--- src/rtl/cwe_job_scheduler_if.sv ---
// cwe_job_scheduler_if: request, source-FIFO, encoder-core and codeword-output signals of the job scheduler.
interface cwe_job_scheduler_if #(
    parameter int NREQ = 2,
    parameter int CW_W = 18
);
    logic [NREQ-1:0] req, grant, src_bit, src_empty, src_pop;
    logic            enc_start, enc_bin_msg, enc_fifoempty, enc_readfifo, enc_ready, enc_done, enc_rst_b;
    logic [CW_W-1:0] enc_cw_word, out_word;
    logic [1:0]      out_tag;
    logic            out_valid, out_last, busy, err_timeout, err_count;
    modport master (
        input  req, src_bit, src_empty, enc_readfifo, enc_cw_word, enc_ready, enc_done,
        output grant, src_pop, enc_start, enc_bin_msg, enc_fifoempty, enc_rst_b,
               out_valid, out_word, out_tag, out_last, busy, err_timeout, err_count
    );
    modport slave (
        output req, src_bit, src_empty, enc_readfifo, enc_cw_word, enc_ready, enc_done,
        input  grant, src_pop, enc_start, enc_bin_msg, enc_fifoempty, enc_rst_b,
               out_valid, out_word, out_tag, out_last, busy, err_timeout, err_count
    );
endinterface

--- src/rtl/cwe_job_scheduler.sv ---
// cwe_job_scheduler: round-robin sharing of one constant-weight encoder core between NREQ message sources.
// Define CWE_WDOG_EN to add the RUN-state watchdog and the ABORT recovery state.
module cwe_job_scheduler #(
    parameter int NREQ          = 2,
    parameter int CW_W          = 18,
    parameter int WORDS_PER_JOB = 10,
    parameter int WDOG_MAX      = 4095
) (
    input logic clk,
    input logic rst_b,
    cwe_job_scheduler_if.master bus
);
`ifdef CWE_WDOG_EN
    typedef enum logic [2:0] {IDLE, GRANT, START, RUN, DONE, ABORT} state_t;
`else
    typedef enum logic [2:0] {IDLE, GRANT, START, RUN, DONE} state_t;
`endif
    localparam logic [NREQ-1:0] ONE = NREQ'(1);
    state_t          state, state_nx;
    logic [1:0]      owner, rr_ptr, winner, owner_inc;
    logic [NREQ-1:0] owner_oh;
    logic [7:0]      word_cnt;
    logic            has_owner, job_end;
    assign owner_oh  = ONE << owner;
    assign owner_inc = (owner == 2'(NREQ - 1)) ? 2'd0 : owner + 2'd1;
    // Scan downward so the requester closest above rr_ptr is the last (winning) assignment
    always_comb begin
        winner = rr_ptr;
        for (int i = NREQ - 1; i >= 0; i--)
            if (|(bus.req & (ONE << ((int'(rr_ptr) + i) % NREQ)))) winner = 2'((int'(rr_ptr) + i) % NREQ);
    end
`ifdef CWE_WDOG_EN
    logic [11:0] wdog;
    logic        err_to;
    assign job_end         = state == DONE || state == ABORT;
    assign bus.enc_rst_b   = state != ABORT;
    assign bus.err_timeout = err_to;
    // In ABORT the counter is reused to time the two-cycle core reset
    always_ff @(posedge clk or negedge rst_b)
        if (!rst_b) begin
            wdog   <= '0;
            err_to <= 1'b0;
        end else begin
            if (state == GRANT) wdog <= '0;
            else if (state == RUN)
                wdog <= (bus.enc_ready || bus.enc_readfifo || bus.enc_done || state_nx != RUN) ? '0 : wdog + 12'd1;
            else if (state == ABORT) wdog <= wdog + 12'd1;
            if (state == ABORT) err_to <= 1'b1;
        end
`else
    assign job_end         = state == DONE;
    assign bus.enc_rst_b   = 1'b1;
    assign bus.err_timeout = 1'b0;
`endif
    always_ff @(posedge clk or negedge rst_b)
        if (!rst_b) state <= IDLE;
        else        state <= state_nx;
    always_comb begin
        state_nx = state;
        case (state)
            IDLE:    state_nx = |bus.req ? GRANT : IDLE;
            GRANT:   state_nx = START;
            START:   state_nx = RUN;
`ifdef CWE_WDOG_EN
            RUN:     state_nx = bus.enc_done ? DONE : (wdog == 12'(WDOG_MAX)) ? ABORT : RUN;
            ABORT:   state_nx = wdog[0] ? IDLE : ABORT;
`else
            RUN:     state_nx = bus.enc_done ? DONE : RUN;
`endif
            DONE:    state_nx = IDLE;
            default: state_nx = IDLE;
        endcase
    end
    always_comb begin
        has_owner         = state inside {GRANT, START, RUN, DONE};
        bus.grant         = has_owner ? owner_oh : '0;
        bus.src_pop       = ((state == START || state == RUN) && bus.enc_readfifo) ? owner_oh : '0;
        bus.enc_start     = state == START;
        bus.enc_bin_msg   = |(bus.src_bit & owner_oh);
        bus.enc_fifoempty = has_owner ? |(bus.src_empty & owner_oh) : 1'b1;
        bus.busy          = state != IDLE;
    end
    always_ff @(posedge clk or negedge rst_b)
        if (!rst_b) begin
            owner         <= '0;
            rr_ptr        <= '0;
            word_cnt      <= '0;
            bus.out_valid <= 1'b0;
            bus.out_word  <= '0;
            bus.out_tag   <= '0;
            bus.out_last  <= 1'b0;
            bus.err_count <= 1'b0;
        end else begin
            bus.out_valid <= state == RUN && bus.enc_ready;
            if (state == IDLE && |bus.req) owner <= winner;
            if (state == GRANT) word_cnt <= '0;
            if (state == RUN && bus.enc_ready) begin
                bus.out_word <= bus.enc_cw_word;
                bus.out_tag  <= owner;
                bus.out_last <= word_cnt == 8'(WORDS_PER_JOB - 1);
                word_cnt     <= word_cnt + 8'd1;
            end
            if (state == DONE && word_cnt != 8'(WORDS_PER_JOB)) bus.err_count <= 1'b1;
            if (job_end) rr_ptr <= owner_inc;
        end
endmodule
--- src/flat_wrapper.sv ---
// flat-port wrapper written by rule: the top's interface ports become plain ports
module cwe_job_scheduler_flat 
#(
    parameter int NREQ          = 2,
    parameter int CW_W          = 18,
    parameter int WORDS_PER_JOB = 10,
    parameter int WDOG_MAX      = 4095
)
  (clk, rst_b, bus_req, bus_src_bit, bus_src_empty, bus_enc_readfifo, bus_enc_cw_word, bus_enc_ready, bus_enc_done, bus_grant, bus_src_pop, bus_enc_start, bus_enc_bin_msg, bus_enc_fifoempty, bus_enc_rst_b, bus_out_valid, bus_out_word, bus_out_tag, bus_out_last, bus_busy, bus_err_timeout, bus_err_count);
  cwe_job_scheduler_if #(.NREQ(NREQ), .CW_W(CW_W)) bus_i ();
  input logic clk;
  input logic rst_b;
  input wire logic [$bits(bus_i.req)-1:0] bus_req;
  input wire logic [$bits(bus_i.src_bit)-1:0] bus_src_bit;
  input wire logic [$bits(bus_i.src_empty)-1:0] bus_src_empty;
  input wire logic [$bits(bus_i.enc_readfifo)-1:0] bus_enc_readfifo;
  input wire logic [$bits(bus_i.enc_cw_word)-1:0] bus_enc_cw_word;
  input wire logic [$bits(bus_i.enc_ready)-1:0] bus_enc_ready;
  input wire logic [$bits(bus_i.enc_done)-1:0] bus_enc_done;
  output wire logic [$bits(bus_i.grant)-1:0] bus_grant;
  output wire logic [$bits(bus_i.src_pop)-1:0] bus_src_pop;
  output wire logic [$bits(bus_i.enc_start)-1:0] bus_enc_start;
  output wire logic [$bits(bus_i.enc_bin_msg)-1:0] bus_enc_bin_msg;
  output wire logic [$bits(bus_i.enc_fifoempty)-1:0] bus_enc_fifoempty;
  output wire logic [$bits(bus_i.enc_rst_b)-1:0] bus_enc_rst_b;
  output wire logic [$bits(bus_i.out_valid)-1:0] bus_out_valid;
  output wire logic [$bits(bus_i.out_word)-1:0] bus_out_word;
  output wire logic [$bits(bus_i.out_tag)-1:0] bus_out_tag;
  output wire logic [$bits(bus_i.out_last)-1:0] bus_out_last;
  output wire logic [$bits(bus_i.busy)-1:0] bus_busy;
  output wire logic [$bits(bus_i.err_timeout)-1:0] bus_err_timeout;
  output wire logic [$bits(bus_i.err_count)-1:0] bus_err_count;
  assign bus_i.req = bus_req;
  assign bus_i.src_bit = bus_src_bit;
  assign bus_i.src_empty = bus_src_empty;
  assign bus_i.enc_readfifo = bus_enc_readfifo;
  assign bus_i.enc_cw_word = bus_enc_cw_word;
  assign bus_i.enc_ready = bus_enc_ready;
  assign bus_i.enc_done = bus_enc_done;
  assign bus_grant = bus_i.grant;
  assign bus_src_pop = bus_i.src_pop;
  assign bus_enc_start = bus_i.enc_start;
  assign bus_enc_bin_msg = bus_i.enc_bin_msg;
  assign bus_enc_fifoempty = bus_i.enc_fifoempty;
  assign bus_enc_rst_b = bus_i.enc_rst_b;
  assign bus_out_valid = bus_i.out_valid;
  assign bus_out_word = bus_i.out_word;
  assign bus_out_tag = bus_i.out_tag;
  assign bus_out_last = bus_i.out_last;
  assign bus_busy = bus_i.busy;
  assign bus_err_timeout = bus_i.err_timeout;
  assign bus_err_count = bus_i.err_count;
  cwe_job_scheduler #(.NREQ(NREQ), .CW_W(CW_W), .WORDS_PER_JOB(WORDS_PER_JOB), .WDOG_MAX(WDOG_MAX)) u_core (.clk(clk), .rst_b(rst_b), .bus(bus_i));
endmodule
--- config.mk ---
export PLATFORM = sky130hd
export DESIGN_NAME = cwe_job_scheduler_flat
export DESIGN_NICKNAME = d
export VERILOG_FILES = /design/src/rtl/cwe_job_scheduler_if.sv /design/src/rtl/cwe_job_scheduler.sv /design/src/flat_wrapper.sv
export SDC_FILE = /design/constraint.sdc
export NUM_CORES = 1
export LEC_CHECK = 0
export ABC_AREA = 1
export CAP_MARGIN = 20
export CORE_ASPECT_RATIO = 1.75
export CORE_MARGIN = 3
export CORE_UTILIZATION = 25
export DETAILED_ROUTE_END_ITERATION = 10
export PLACE_DENSITY = 0.6
export SYNTH_ARGS = -nofsm -noshare
export SYNTH_HDL_FRONTEND = slang
export SYNTH_SLANG_ARGS = --single-unit
--- constraint.sdc ---
create_clock -name clk -period 1.13 [get_ports clk]
set_clock_uncertainty 0.05 [all_clocks]
set_input_delay 0.2825 -clock clk [delete_from_list [all_inputs] [get_ports clk]]
set_output_delay 0.2825 -clock clk [all_outputs]
set_load 0.01 [all_outputs]
==> results.sh <==
export IMPL_grt_max_degree=38
export IMPL_cts_clk_slew_worst_paths_ns=0.06
export IMPL_grt_pass1_wl_mm=7.60
export IMPL_place_hpwl_mm=3.31
export IMPL_slowest_stage="dfrtp_2"
export IMPL_num_vias=1705
export IMPL_yosysUniqueCellTypes=20
export IMPL_syn_nets=247
export IMPL_setup_viol=42
export IMPL_gp_congestion=0.744
export IMPL_antenna_diode_count=0
export IMPL_setup_tns_ns=-12.20
export IMPL_violations="setup timing"
export IMPL_multi_input_area_um2=923
export IMPL_drt_drc_violations_left=0
export IMPL_totalWireLength_mm=4.65
export IMPL_synth_area_per_cell_um2=7.92
export IMPL_grt_pass1_vias=1718
export IMPL_rsz0062_at_grt="yes"
export IMPL_fin_nets=353
export IMPL_crit_arrival_ns=1.27
export IMPL_worstPathRequired_ns=0.80
export IMPL_cts_buffer_depth=2
export IMPL_utilization_pct=47.4
export IMPL_num_rows=39
export IMPL_htreeDepth=2
export IMPL_fillCellCount=655
export IMPL_finalHoldViolCount=0
export IMPL_endpoint_kind="output port"
export IMPL_pre_cts_ws_ns=-0.761
export IMPL_vdd_ir_drop_max_uv=1050
export IMPL_grt_overflow_total=0
export IMPL_port_buffers=59
export IMPL_fin_crit_ns=1.60
export IMPL_final_common_cell="nand2_1"
export IMPL_max_cap_violations=0
export IMPL_crit_buf_inv=1
export IMPL_synth_top_area_share_pct=54.4
export IMPL_synth_top_area_cell="dfrtp_1"
export IMPL_core_area_mm2=0.00659
export IMPL_start_util_pct=25.8
export IMPL_drive_above_1_share_pct=46.6
export IMPL_cts_sinks=37
export IMPL_ant_nets=0
export IMPL_most_common_layout_cells="63 x nand2_1, 34 x dfrtp_1, 29 x buf_4, 27 x clkdlybuf4s50_1, 24 x buf_2"
export IMPL_grt_usage_pct=12.5
export IMPL_power_density_mw_per_mm2=2320
export IMPL_drt_iter0_drc=21
export IMPL_min_path_type="reg2reg"
export IMPL_fin_hold_ws_ns=0.420
export IMPL_die_area_mm2=0.00788
export IMPL_ys_ff_latch=37
export IMPL_slew_viol_final=0
export IMPL_ys_top_cells_by_area="dfrtp_1 54%, nand2_1 20%, inv_1 5.5%"
export IMPL_yosysWarnings=0
export IMPL_cts_root_buf="clkbuf_16"
export IMPL_period_share_pct=142
export IMPL_finalWorstSetupSlack_ns=-0.471
export IMPL_syn2layout_area_growth_pct=83.5
export IMPL_viasPerCell=4.22
export IMPL_cts_buffers_inserted=5
export IMPL_p_leak_uw=0.00161
export IMPL_outcome="finished, violations left"
export IMPL_syn_area_mm2=0.00170
export IMPL_clk_latency_ns=0.28
export IMPL_ios=62
export IMPL_die_x_um=68.4
export IMPL_regArea_um2=930
export IMPL_start_kind="flop"
export IMPL_crit_family="flip-flops"
export IMPL_dr_pass1_iters=3
export IMPL_slowest_delay_ns=0.46
export IMPL_antenna_found_initial=0
export IMPL_ys_seq_area_share_pct=54.4
export IMPL_fmax_ghz=0.625
export IMPL_crit_type="reg2out"
export IMPL_wl_per_cell_um=11.5
export IMPL_cp_max_fo=4
export IMPL_die_y_um=115
export IMPL_crit_chain="nor2_4 > nand2_4 > a31oi_4 > buf_6"
export IMPL_cts_tree="yes"
export IMPL_synth_cells=215
-- cells by family (layout without fill, tap and decap cells) --
logic type | Yosys count | after routing | synth area share [%]
flops | 37 | 37 | 54.4
fa+ha+maj | 3 | 3 | 2.20
compound gates | 15 | 15 | 4.63
simple gates | 126 | 126 | 30.1
buf+inv | 32 | 139 | 8.30
other cells | 2 | 2 | 0.441
-- power by group --
group / internal, µW / switching [µW] / leakage [µW]
clock: 809 / 504 / 0.0000706
sequential: 1780 / 301 / 0.000475
combinational: 1980 / 1860 / 0.00106
-- repair_timing --
action                                  CTS  global route
hold buffers                              1             0
buffers inserted                         11            12
gates resized for setup                 155            71
pin swaps                                 8            22
endpoints found under the setup margin   67            67
endpoints found under the hold margin    37             0
-- final cells by class --
class	count	area share (%)
well taps	82	3.28
flip-flops and latches	37	29.8
clock buffers	6	4.12
multi-input cells	146	29.6
repair buffers	106	29.7
inverters	25	3.24
clock inverters	2	0.320
-- Yosys cell counts --
| cell | number |
|---|---|
| nand2_2 | 1 |
| nand4_1 | 2 |
| ha_1 | 3 |
| buf_6 | 1 |
| o21ai_0 | 11 |
| nor2_1 | 13 |
| buf_2 | 2 |
| clkbuf_1 | 1 |
| a21oi_1 | 1 |
| a31oi_1 | 2 |
| o22ai_1 | 1 |
| dfrtp_1 | 37 |
| nand2_1 | 91 |
| buf_4 | 3 |
| conb_1 | 2 |
| inv_1 | 25 |
| nor3_1 | 3 |
| nor2_2 | 1 |
| nand3_1 | 14 |
| nor2_4 | 1 |
-- registers in the layout (all words and copies together), names as in the netlist --
signal and cells:
u_core.rr_ptr 1, u_core.bus.out_word 18, u_core.state 3, u_core.bus.out_tag 2
u_core.owner 2, u_core.bus.out_valid 1, u_core.word_cnt 8, u_core.bus.err_count 1
u_core.bus.out_last 1
-- worst min-delay path: cells and delay by family, from the launching register on --
family	cells	cell delay [ns]
simple gates	2	0.10
flops	1	0.34
-- path summary, 6_finish.rpt --
| path | from | to | slack [ns] | cells past startpoint |
|---|---|---|---|---|
| worst max-delay path | u_core.state[1]$_DFF_PN0_ | bus_grant[0] | -0.47 | 4 |
| worst min-delay path | u_core.bus.out_word[12]$_DFFE_PN0P_ | u_core.bus.out_word[12]$_DFFE_PN0P_ | 0.42 | 2 |
| worst max register to register | u_core.state[2]$_DFF_PN0_ | u_core.bus.out_word[13]$_DFFE_PN0P_ | -0.33 | 9 |
| worst min register to register | u_core.bus.out_word[12]$_DFFE_PN0P_ | u_core.bus.out_word[12]$_DFFE_PN0P_ | 0.42 | 2 |
| max in group asynchronous | rst_b | u_core.state[0]$_DFF_PN0_ | 0.37 | 3 |
| min in group asynchronous | rst_b | u_core.bus.out_valid$_DFF_PN0_ | 0.45 | 3 |
-- through the flow --
stage | cells | total power [µW] | cell area [µm²]
final | 404 | 7240 | 3120
after floorplan | 215 | 3490 | 1790
after global routing | 404 | 7740 | 3120
after detailed placement | 376 | 5210 | 2640
after global placement | 376 | 5170 | 2640
after CTS | 395 | 6630 | 2820
-- routing by layer --
layer | wire length [µm] | part of all wire, % | GRT usage [%]
met3 | 143 | 3.1 | 2.25
met1 | 1640 | 35 | 12.8
met4 | 87 | 1.9 | 4.65
met2 | 2770 | 60 | 23.8
met5 | 0 | 0 | 0
Note: power is estimated with default switching activity, not from simulation.
